## src/rtl/digit_accumulator.sv

```systemverilog
// Digit accumulator: turns a stream of decoded BCD digit strobes into a binary
// operand, with enter/clear control and overflow / bad-digit reporting.
module digit_accumulator #(
  parameter int unsigned MAX_DIGITS = 4,
  parameter int unsigned OPW        = 14
) (
  input  logic           clk_in,
  input  logic           rst_n,
  input  logic [3:0]     num,
  input  logic           num_valid,
  input  logic           enter,
  input  logic           clear,
  output logic [OPW-1:0] acc,
  output logic [2:0]     digit_count,
  output logic [OPW-1:0] operand,
  output logic           operand_valid,
  output logic           overflow,
  output logic           bad_digit
);

  localparam int unsigned CW = 3;

  typedef enum logic [1:0] {
    EMPTY = 2'd0,
    ENTRY = 2'd1,
    FULL  = 2'd2,
    DONE  = 2'd3
  } state_e;

  state_e         state_q, state_d;
  logic [OPW-1:0] acc_q, acc_d;
  logic [CW-1:0]  digit_count_q, digit_count_d;
  logic [OPW-1:0] operand_q, operand_d;
  logic           operand_valid_q, operand_valid_d;
  logic           overflow_q, overflow_d;
  logic           bad_digit_q, bad_digit_d;

  logic [CW-1:0]  count_inc;
  logic [OPW-1:0] acc_times10_plus;

  // Shift-and-add multiply by ten; cannot wrap while the entry is below MAX_DIGITS.
  always_comb begin
    count_inc        = digit_count_q + CW'(1);
    acc_times10_plus = (acc_q << 3) + (acc_q << 1) + OPW'(num);
  end

  // Next-state and output decode; clear beats enter beats num_valid.
  always_comb begin
    state_d         = state_q;
    acc_d           = acc_q;
    digit_count_d   = digit_count_q;
    operand_d       = operand_q;
    operand_valid_d = 1'b0;
    overflow_d      = 1'b0;
    bad_digit_d     = 1'b0;

    if (clear) begin
      state_d       = EMPTY;
      acc_d         = '0;
      digit_count_d = '0;
      operand_d     = '0;
    end else if (enter) begin
      if ((state_q == ENTRY) || (state_q == FULL)) begin
        operand_d       = acc_q;
        operand_valid_d = 1'b1;
        state_d         = DONE;
      end
    end else if (num_valid) begin
      if (num > 4'd9) begin
        bad_digit_d = 1'b1;
      end else begin
        case (state_q)
          EMPTY, DONE: begin
            acc_d         = OPW'(num);
            digit_count_d = CW'(1);
            state_d       = (MAX_DIGITS == 1) ? FULL : ENTRY;
          end
          ENTRY: begin
            acc_d         = acc_times10_plus;
            digit_count_d = count_inc;
            if (count_inc == CW'(MAX_DIGITS)) begin
              state_d = FULL;
            end
          end
          FULL: begin
            overflow_d = 1'b1;
          end
          default: begin
            state_d = EMPTY;
          end
        endcase
      end
    end
  end

  // State and output registers.
  always_ff @(posedge clk_in or negedge rst_n) begin
    if (!rst_n) begin
      state_q         <= EMPTY;
      acc_q           <= '0;
      digit_count_q   <= '0;
      operand_q       <= '0;
      operand_valid_q <= 1'b0;
      overflow_q      <= 1'b0;
      bad_digit_q     <= 1'b0;
    end else begin
      state_q         <= state_d;
      acc_q           <= acc_d;
      digit_count_q   <= digit_count_d;
      operand_q       <= operand_d;
      operand_valid_q <= operand_valid_d;
      overflow_q      <= overflow_d;
      bad_digit_q     <= bad_digit_d;
    end
  end

  assign acc           = acc_q;
  assign digit_count   = digit_count_q;
  assign operand       = operand_q;
  assign operand_valid = operand_valid_q;
  assign overflow      = overflow_q;
  assign bad_digit     = bad_digit_q;

endmodule
```

## config.mk

```make
export PLATFORM = sky130hd
export DESIGN_NAME = digit_accumulator
export DESIGN_NICKNAME = d
export VERILOG_FILES = /design/src/rtl/digit_accumulator.sv
export SDC_FILE = /design/constraint.sdc
export NUM_CORES = 1
export LEC_CHECK = 0
export ABC_CLOCK_PERIOD_IN_PS = 2620
export CORE_UTILIZATION = 49
export CTS_BUF_LIST = sky130_fd_sc_hd__clkbuf_8
export CTS_CLUSTER_SIZE = 10
export DETAILED_ROUTE_END_ITERATION = 10
export PLACE_DENSITY = 0.73
export SLEW_MARGIN = 40
export SYNTH_ARGS = -nofsm -noshare
export SYNTH_HDL_FRONTEND = slang
export SYNTH_SLANG_ARGS = --single-unit
```

## constraint.sdc

```tcl
create_clock -name clk_in -period 2.62 [get_ports clk_in]
set_input_delay 0.262 -clock clk_in [delete_from_list [all_inputs] [get_ports clk_in]]
set_output_delay 0.262 -clock clk_in [all_outputs]
set_load 0.02 [all_outputs]
```

* After elaboration in Yosys (flattened, before gate mapping)
Index checks and enable logic that the tools add are counted.
W data, S select, Z words.
** Storage, ports and cells
- Input bits :: 9
- Logic and storage cells :: 64
- Register bits after elaboration :: 36
- Output and inout port bits :: 34
** Cells by class
- Multiplexer cells :: 32
- $add $sub $neg :: 3
- Equal/unequal tests :: 9
- Reduce and logical (&&, ||, !) cells :: 12
- $lt $le $gt $ge :: 1
** Operator list (count)
- $mux W14 :: 7
- $pmux W14 S2 :: 1
- $add A14 B14 Y14 :: 1
- $add A14 B4 Y14 :: 1
- $mux W1 :: 12
- $mux W2 :: 6
- $mux W3 :: 4
- $pmux W3 S2 :: 1
- $reduce_bool A2 Y1 :: 3
- $reduce_bool A3 Y1 :: 2
- $reduce_and A5 Y1 :: 1
- $eq A2 B2 Y1 const B :: 2
- $gt A4 B4 Y1 const B :: 1
- $ne A4 B3 Y1 const B :: 1
- $pmux W2 S2 :: 1
- $reduce_and A4 Y1 :: 1
- $reduce_bool A4 Y1 :: 1
- $add A3 B1 Y3 const B :: 1
- $eq A3 B3 Y1 const B :: 1
- $ne A3 B1 Y1 const B :: 1
- $ne A3 B3 Y1 const B :: 1
- $eq A2 B1 Y1 const B :: 1
- $logic_not A2 Y1 :: 1
- $ne A2 B1 Y1 const B :: 1
- 4 further kinds :: 4

* Longest topological paths before layout
Gate-level depths: netlist of the first run.
- Depth in word-level cells :: 8
- Gate-level depth with buffers :: 10
- Mapped depth without buffers :: 9

* Worst setup path before layout of the first run
Ideal clock, no wire load.
- Path type :: flip-flop to flip-flop
- From :: reg acc_q[0] (netlist: acc[0])
- To :: reg acc_q[13] (netlist: acc[13])
- Path slack :: 0.121 ns
- Required time :: 2.551 ns
- Stages on the path, launching flop included :: 10
- Arrival :: 2.430 ns
- Buffers on the path :: 0
- Period minus slack after synthesis :: 2.499 ns
- Library setup time :: 0.069 ns
- Cell sequence :: dfrtp_1 > inv_1 > fa_1 > inv_1 > ha_1 > a21oi_1 > o211ai_1 > nor3b_1 > or4b_1 > nand3_1
** Between the ends
- Longest elaborated chain between the ends :: 7
** RTL lines
- from (decl) :: line 31 : logic [OPW-1:0] acc_q, acc_d;
- from (signal assigned) :: line 100 : acc_q <= '0;
- from (signal assigned) :: line 108 : acc_q <= acc_d;
- $add A14 B14 Y14 :: line 44 : acc_times10_plus = (acc_q << 3) + (acc_q << 1) + OPW'(num);
- $add A14 B4 Y14 :: line 44
- $pmux W14 S2 :: line 72 : case (state_q)
- $mux W14 :: line 69 : if (num > 4'd9) begin
- $mux W14 :: line 68 : end else if (num_valid) begin
- $mux W14 :: line 62 : end else if (enter) begin
- $mux W14 :: line 57 : if (clear) begin
No other way between the ends. The select of a mux whose other input is x is not followed.
A chain may end at the register's enable or synchronous reset.

* Final worst setup path of the first run
- From :: in num[3]
- To :: reg acc_q[8] (netlist: acc[8])
** Between the ends
- Longest elaborated chain between the ends :: 6
- Elaborated cells between the ends (all ways) :: 9
- Classes of those cells :: add/sub: 1; order compare: 1; eq/ne: 1; mux: 5; reduce/logical: 1
** RTL lines
- from (decl) :: line 9 : input logic [3:0] num,
- $add A14 B4 Y14 :: line 44
- $pmux W14 S2 :: line 72
- $mux W14 :: line 69
- $mux W14 :: line 68
- $mux W14 :: line 62
- $mux W14 :: line 57
Parallel ways exist; a longest one is shown, timed or not. The select of a mux whose other input is x is not followed.

==> flow_summary.toml, run 1 <==
[synth]
synth_nets = 276
yosysTopAreaCell = "dfrtp_1"
synthFlopType = "dfrtp_1"
synth_cells = 239
synthDistinctLibCells = 41
syn_area_mm2 = 0.00222
ys_seq_area_frac = 0.405
ys_seq_elements = 36
synth_top_area_share = 0.405
synthTopCellsByArea = "dfrtp_1, ha_1, nand2_1"
synth_warnings = 0
syn_avg_cell_area_um2 = 9.31
synth-edff-count = 0
synthArstFlopShare = 1.00

[cells_and_area]
insertedDiodeCount = 0
area_growth_pct = 29.2
utilization = 0.660
nFillCells = 360
nNetsFinal = 331
drive_gt1_frac = 0.0949

[routing]
first_pass_iters = 4
vias = 1878
drc = 0
antenna_left = 0
drt_wl_total_mm = 4.83
drt-initial-drc-count = 162
post_drt_wl_per_cell_um = 13.9
vias_per_cell = 5.41

[placed_design]
port-buffer-count = 42
dpl.hpwl_mm = 3.68
gp_congestion = 0.846

[floorplan]
start_util = 0.511
dieArea_mm2 = 0.00481
die_h_um = 69.4
die_w_um = 69.4
rows = 24
design.portCount = 43
core_area_mm2 = 0.00435

[cts]
clkLatencyLatePin_ps = 290
clk_pin_slew_worst_paths_ps = 70
clkSinkCount = 36
postCtsHoldBufs = 0
htreeDepth = 2
cts_setup_buffers = 0
root_buffer = "clkbuf_8"
clockBufferDepth = 2
cts_buffers = 5
post_cts_resized = 0
tritoncts = "done"

[global_routing]
grt_max_degree = 37
grt_pass1_wl_mm = 8.26
grt_use_total = 0.213
overflow = 0
antenna_found_initial = 0
grt_pass1_vias = 1754

[sta]
setup-violations-final = 0
maxSlewViolCount = 0
hold_ws_ps = 396
rsz0062_at_grt = "true"
finalCritPeriodShare = 0.951
slew_headroom = 0.543
worstMarginPinSlew_ps = 682
skew_ps = 6.37
finalHoldViolCount = 0
min_period_ps = 2490
fmax_mhz = 401

[power_and_ir_drop]
power.density_mw_per_mm2 = 465
p_total_mw = 1.34
p_leak_nw = 1.36
ir_worst_vdd_mv = 0.252

[job]
maxCapViolations = 0

[outcome]
status = "completed"

[worst_hold_path]
hold_class = "in2async"

[worst_setup_path]
crit_path_start_kind = "input port"
cp_max_fo = 3
cp.arrival_ps = 2670
worstSetupPathType = "in2reg"
critPathRequiredTime_ps = 2800
end_kind = "register"
[power breakdown]
group          switching, mW  total, mW  leakage (nW)  internal (mW)
Clock                  0.195      0.405        0.0510          0.210
Sequential            0.0204      0.598         0.497          0.578
Combinational          0.195      0.333         0.816          0.138
[logic make-up after synthesis]
logic type,Yosys count,synth area share
AND/OR/NAND/NOR,84,0.177
multiplexers,6,0.0276
adder cells (fa/ha/maj),28,0.164
flip-flops,36,0.405
AO/OA/AOI/OAI,54,0.145
XOR/XNOR,11,0.0433
buffers and inverters,20,0.0388
[per-layer routing]
metal	up-vias	share of wire	GRT usage
met3	5	0.037	0.0480
met2	38	0.47	0.330
met5	-	0	0
met4	0	0.0087	0.0544
li1	933	-	-
met1	902	0.49	0.304
[cells in the mapped netlist (all sizes together), types with 2 or more instances]
cell type	number
a21oi	22
nor3	2
o211ai	2
fa	2
a211oi	5
o21ai	15
dfrtp	36
a21o	2
xnor2	5
o21bai	3
or3	2
and3	3
nor2	14
xor2	6
clkbuf	5
mux2i	5
nor3b	4
nand2b	2
inv	11
nand2	44
buf	4
ha	26
nand3	7
[path summary, 6_finish.rpt]
path | from | to | slack [ps] | depth (start not counted)
setup / recovery | num[3] | acc[8]$_DFFE_PN0P_ | 130 | 10
hold reg to reg | operand[2]$_DFFE_PN0P_ | operand[2]$_DFFE_PN0P_ | 520 | 2
hold / removal | rst_n | operand[7]$_DFFE_PN0P_ | 400 | 2
min in group clk_in | operand[2]$_DFFE_PN0P_ | operand[2]$_DFFE_PN0P_ | 520 | 2
setup reg to reg | acc[7]$_DFFE_PN0P_ | acc[13]$_DFFE_PN0P_ | 230 | 7
max in group asynchronous | rst_n | state_q[1]$_DFFE_PN0P_ | 1900 | 2
[layout by cell type (no fill, tap or decap), types with 2 or more instances in the layout]
cell,count
nand2_1,44
clkdlybuf4s50_1,42
dfrtp_1,36
ha_1,26
a21oi_1,20
buf_4,15
nor2_1,14
o21ai_1,12
inv_1,11
nand3_1,6
xor2_1,6
clkbuf_8,6
xnor2_1,5
mux2i_1,5
a211oi_1,5
nor3b_1,3
o21bai_1,3
o21ai_0,3
and3_1,3
nand2b_1,2
a21oi_2,2
or3_1,2
nor3_1,2
o211ai_1,2
fa_1,2
clkinv_2,2
[metrics by stage]
| step | TNS [ps] | std cells | worst slack (ps) | area, um^2 |
|---|---|---|---|---|
| 2_1_floorplan | 0 | 239 | 121 | 2220 |
| 4_1_cts | 0 | 347 | 97.6 | 2870 |
| 6_report | 0 | 347 | 127 | 2870 |
| 3_5_place_dp | -935 | 339 | -206 | 2780 |
| 5_1_grt | 0 | 347 | 1.27 | 2870 |
| 3_3_place_gp | -745 | 339 | -170 | 2780 |
[critical path, stage by stage]
cell and delay (ps):
clkdlybuf4s50_1 480, inv_1 60, fa_1 530, inv_1 70
fa_1 450, a21oi_1 200, o21ai_1 120, a21oi_1 260
xor2_1 180, o21ai_1 70
[flip-flops by register name (all words and copies together) (netlist names)]
register / count
operand_valid: 1
state_q: 2
overflow: 1
operand: 14
acc: 14
digit_count: 3
bad_digit: 1
[final cells by class]
cell class / instances / area (um^2) / share of cell area
multi-input combinational: 183 / 1240 / 0.432
sequential: 36 / 901 / 0.313
timing repair buffer: 57 / 533 / 0.185
clock buffer: 6 / 82.6 / 0.0287
tap: 52 / 65.1 / 0.0226
inverter: 11 / 41.3 / 0.0144
clock inverter: 2 / 10.0 / 0.00348
Note: power is estimated with default switching activity, not from simulation.
==> run 2, diff against run 1 <==
--- a/config.mk
+++ b/config.mk
@@ -10,7 +10,7 @@
 export CTS_BUF_LIST = sky130_fd_sc_hd__clkbuf_8
 export CTS_CLUSTER_SIZE = 10
 export DETAILED_ROUTE_END_ITERATION = 10
-export PLACE_DENSITY = 0.73
+export PLACE_DENSITY = 0.72
 export SLEW_MARGIN = 40
 export SYNTH_ARGS = -nofsm -noshare
 export SYNTH_HDL_FRONTEND = slang
==> run 2 against run 1 <==
  * Non-clock buffer count shrank 1
  * Cell count decreased by 0.58%
  * Critical endpoint is now acc[13]$_DFFE_PN0P_
  * Critical path depth stayed put
  * Via count shrank 3.0%
  * Largest power group unchanged
  * Die area is the same
  * Sequential power hardly changed
  * Maximum frequency down 1.3%
  * Flip-flop and latch count did not move
  * Clock skew down 2.4 ps
  * Highest routed layer unchanged
  * Register-to-register slack barely moved
  * Utilization down 0.32 points
  * First-iteration DRC count is 33% lower
==> flow_summary.toml, run 2 (same netlist as run 1, synthesis figures left out) <==
[global_routing]
antenna_found_initial = 0
grt_max_degree = 37
grt_pass1_wl_mm = 8.33
grt_use_total = 0.216
overflow = 0
grt_pass1_vias = 1730

[sta]
min_period_ps = 2530
worstMarginPinSlew_ps = 680
maxSlewViolCount = 0
fmax_mhz = 396
finalHoldViolCount = 0
finalCritPeriodShare = 0.964
fin_ws_ps = 94.5
skew_ps = 3.99
slew_headroom = 0.545
setup-violations-final = 0
rsz0062_at_grt = "false"

[routing]
antenna_left = 0
first_pass_iters = 4
top_layer = "met4"
dr_wl_met3_um = 123
drt-initial-drc-count = 108
dr_wl_met2_mm = 2.34
drt_wl_total_mm = 4.97
drc = 0
vias = 1821
vias_per_cell = 5.28
post_drt_wl_per_cell_um = 14.4
met1Wirelength_mm = 2.47

[cts]
cts_buffers = 5
tritoncts = "done"
clkSinkCount = 36
clk_pin_slew_worst_paths_ps = 60
clockBufferDepth = 2
clkLatencyLatePin_ps = 280
htreeDepth = 2
post_cts_resized = 0
root_buffer = "clkbuf_8"
postCtsHoldBufs = 0
cts_setup_buffers = 0

[worst_setup_path]
end_kind = "register"
rr_endpoint = "acc[13]$_DFFE_PN0P_"
critPathRequiredTime_ps = 2840
r2r-start = "acc[0]$_DFFE_PN0P_"
cp_max_fo = 2
worstSetupPathType = "in2reg"
r2r_slack_ps = 240
cp.arrival_ps = 2740
worstRegToRegCells = 9
crit_path_start_kind = "input port"

[floorplan]
die_h_um = 69.4
core_area_mm2 = 0.00435
dieArea_mm2 = 0.00481
design.portCount = 43
start_util = 0.511
die_w_um = 69.4
rows = 24

[placed_design]
post-place-ws_ps = -194
port-buffer-count = 42
dpl.hpwl_mm = 3.81
gp_congestion = 0.887
placed_cells_incl_taps = 338

[worst_hold_path]
hold_class = "in2async"

[job]
maxCapViolations = 0

[cells_and_area]
area_growth_pct = 28.6
nNetsFinal = 330
layout_commonest_cell = "nand2_1"
insertedDiodeCount = 0
final_cell_mix = "nand2_1, clkdlybuf4s50_1, dfrtp_1"
finalNonFillerCells = 345
drive_gt1_frac = 0.0922
utilization = 0.657

[power_and_ir_drop]
p_total_mw = 1.28
p_leak_nw = 1.35
ir_worst_vdd_mv = 0.218
power.density_mw_per_mm2 = 448

[outcome]
status = "completed"
run 2: cell types whose count changed in the layout (fill, tap and decap cells not counted):
| cell | delta |
|---|---|
| clkinv_2 | -1 |
| a211oi_2 | +1 |
| inv_1 | +1 |
| buf_4 | -1 |
| a21oi_2 | +1 |
| a211oi_1 | -1 |
| a21oi_1 | -1 |
| clkbuf_8 | -1 |
run 2: power by group:
group / total (mW) / switching (mW) / internal [mW]
Sequential: 0.597 / 0.0188 / 0.578
Combinational: 0.329 / 0.195 / 0.134
Clock: 0.355 / 0.178 / 0.176
run 2: how the worst max path moves through the flow:
stage	from	slack [ps]	cells after the start	endpoint
6_report	num[3]	90	10	acc[13]$_DFFE_PN0P_
4_1_cts	num[3]	100	10	acc[13]$_DFFE_PN0P_
3_3_place_gp	num[3]	-160	10	acc[13]$_DFFE_PN0P_
2_1_floorplan	acc[0]$_DFFE_PN0P_	120	9	acc[13]$_DFFE_PN0P_
5_1_grt	num[3]	0.4	10	acc[13]$_DFFE_PN0P_
3_5_place_dp	num[3]	-190	10	acc[13]$_DFFE_PN0P_
run 2: layout make-up:
type,count,area (um^2)
Tap cell,52,65.1
Sequential cell,36,901
Clock buffer,5,68.8
Multi-Input combinational cell,183,1250
Clock inverter,2,8.76
Fill cell,388,1490
Timing Repair Buffer,56,526
Inverter,11,41.3
run 2: metal layers:
metal | GRT usage | vias up
met5 | 0 | -
met4 | 0.0499 | 0
met3 | 0.0349 | 4
met2 | 0.350 | 31
met1 | 0.306 | 847
li1 | - | 939
run 2: critical path: stages:
cell and delay [ps]:
clkdlybuf4s50_1 480, inv_1 60, fa_1 530, inv_1 60
ha_1 280, a21oi_1 170, o211ai_1 150, nor3b_1 180
or4b_1 470, nand3_1 90
run 2: through the flow:
stage | hold WS (ps) | TNS (ps) | instance area, um^2
final | 390 | 0 | 2860
after global routing | 436 | 0 | 2860
after CTS | 399 | 0 | 2850
after detailed placement | 516 | -984 | 2770
after global placement | 509 | -783 | 2770
after floorplan | -33.6 | 0 | 2220
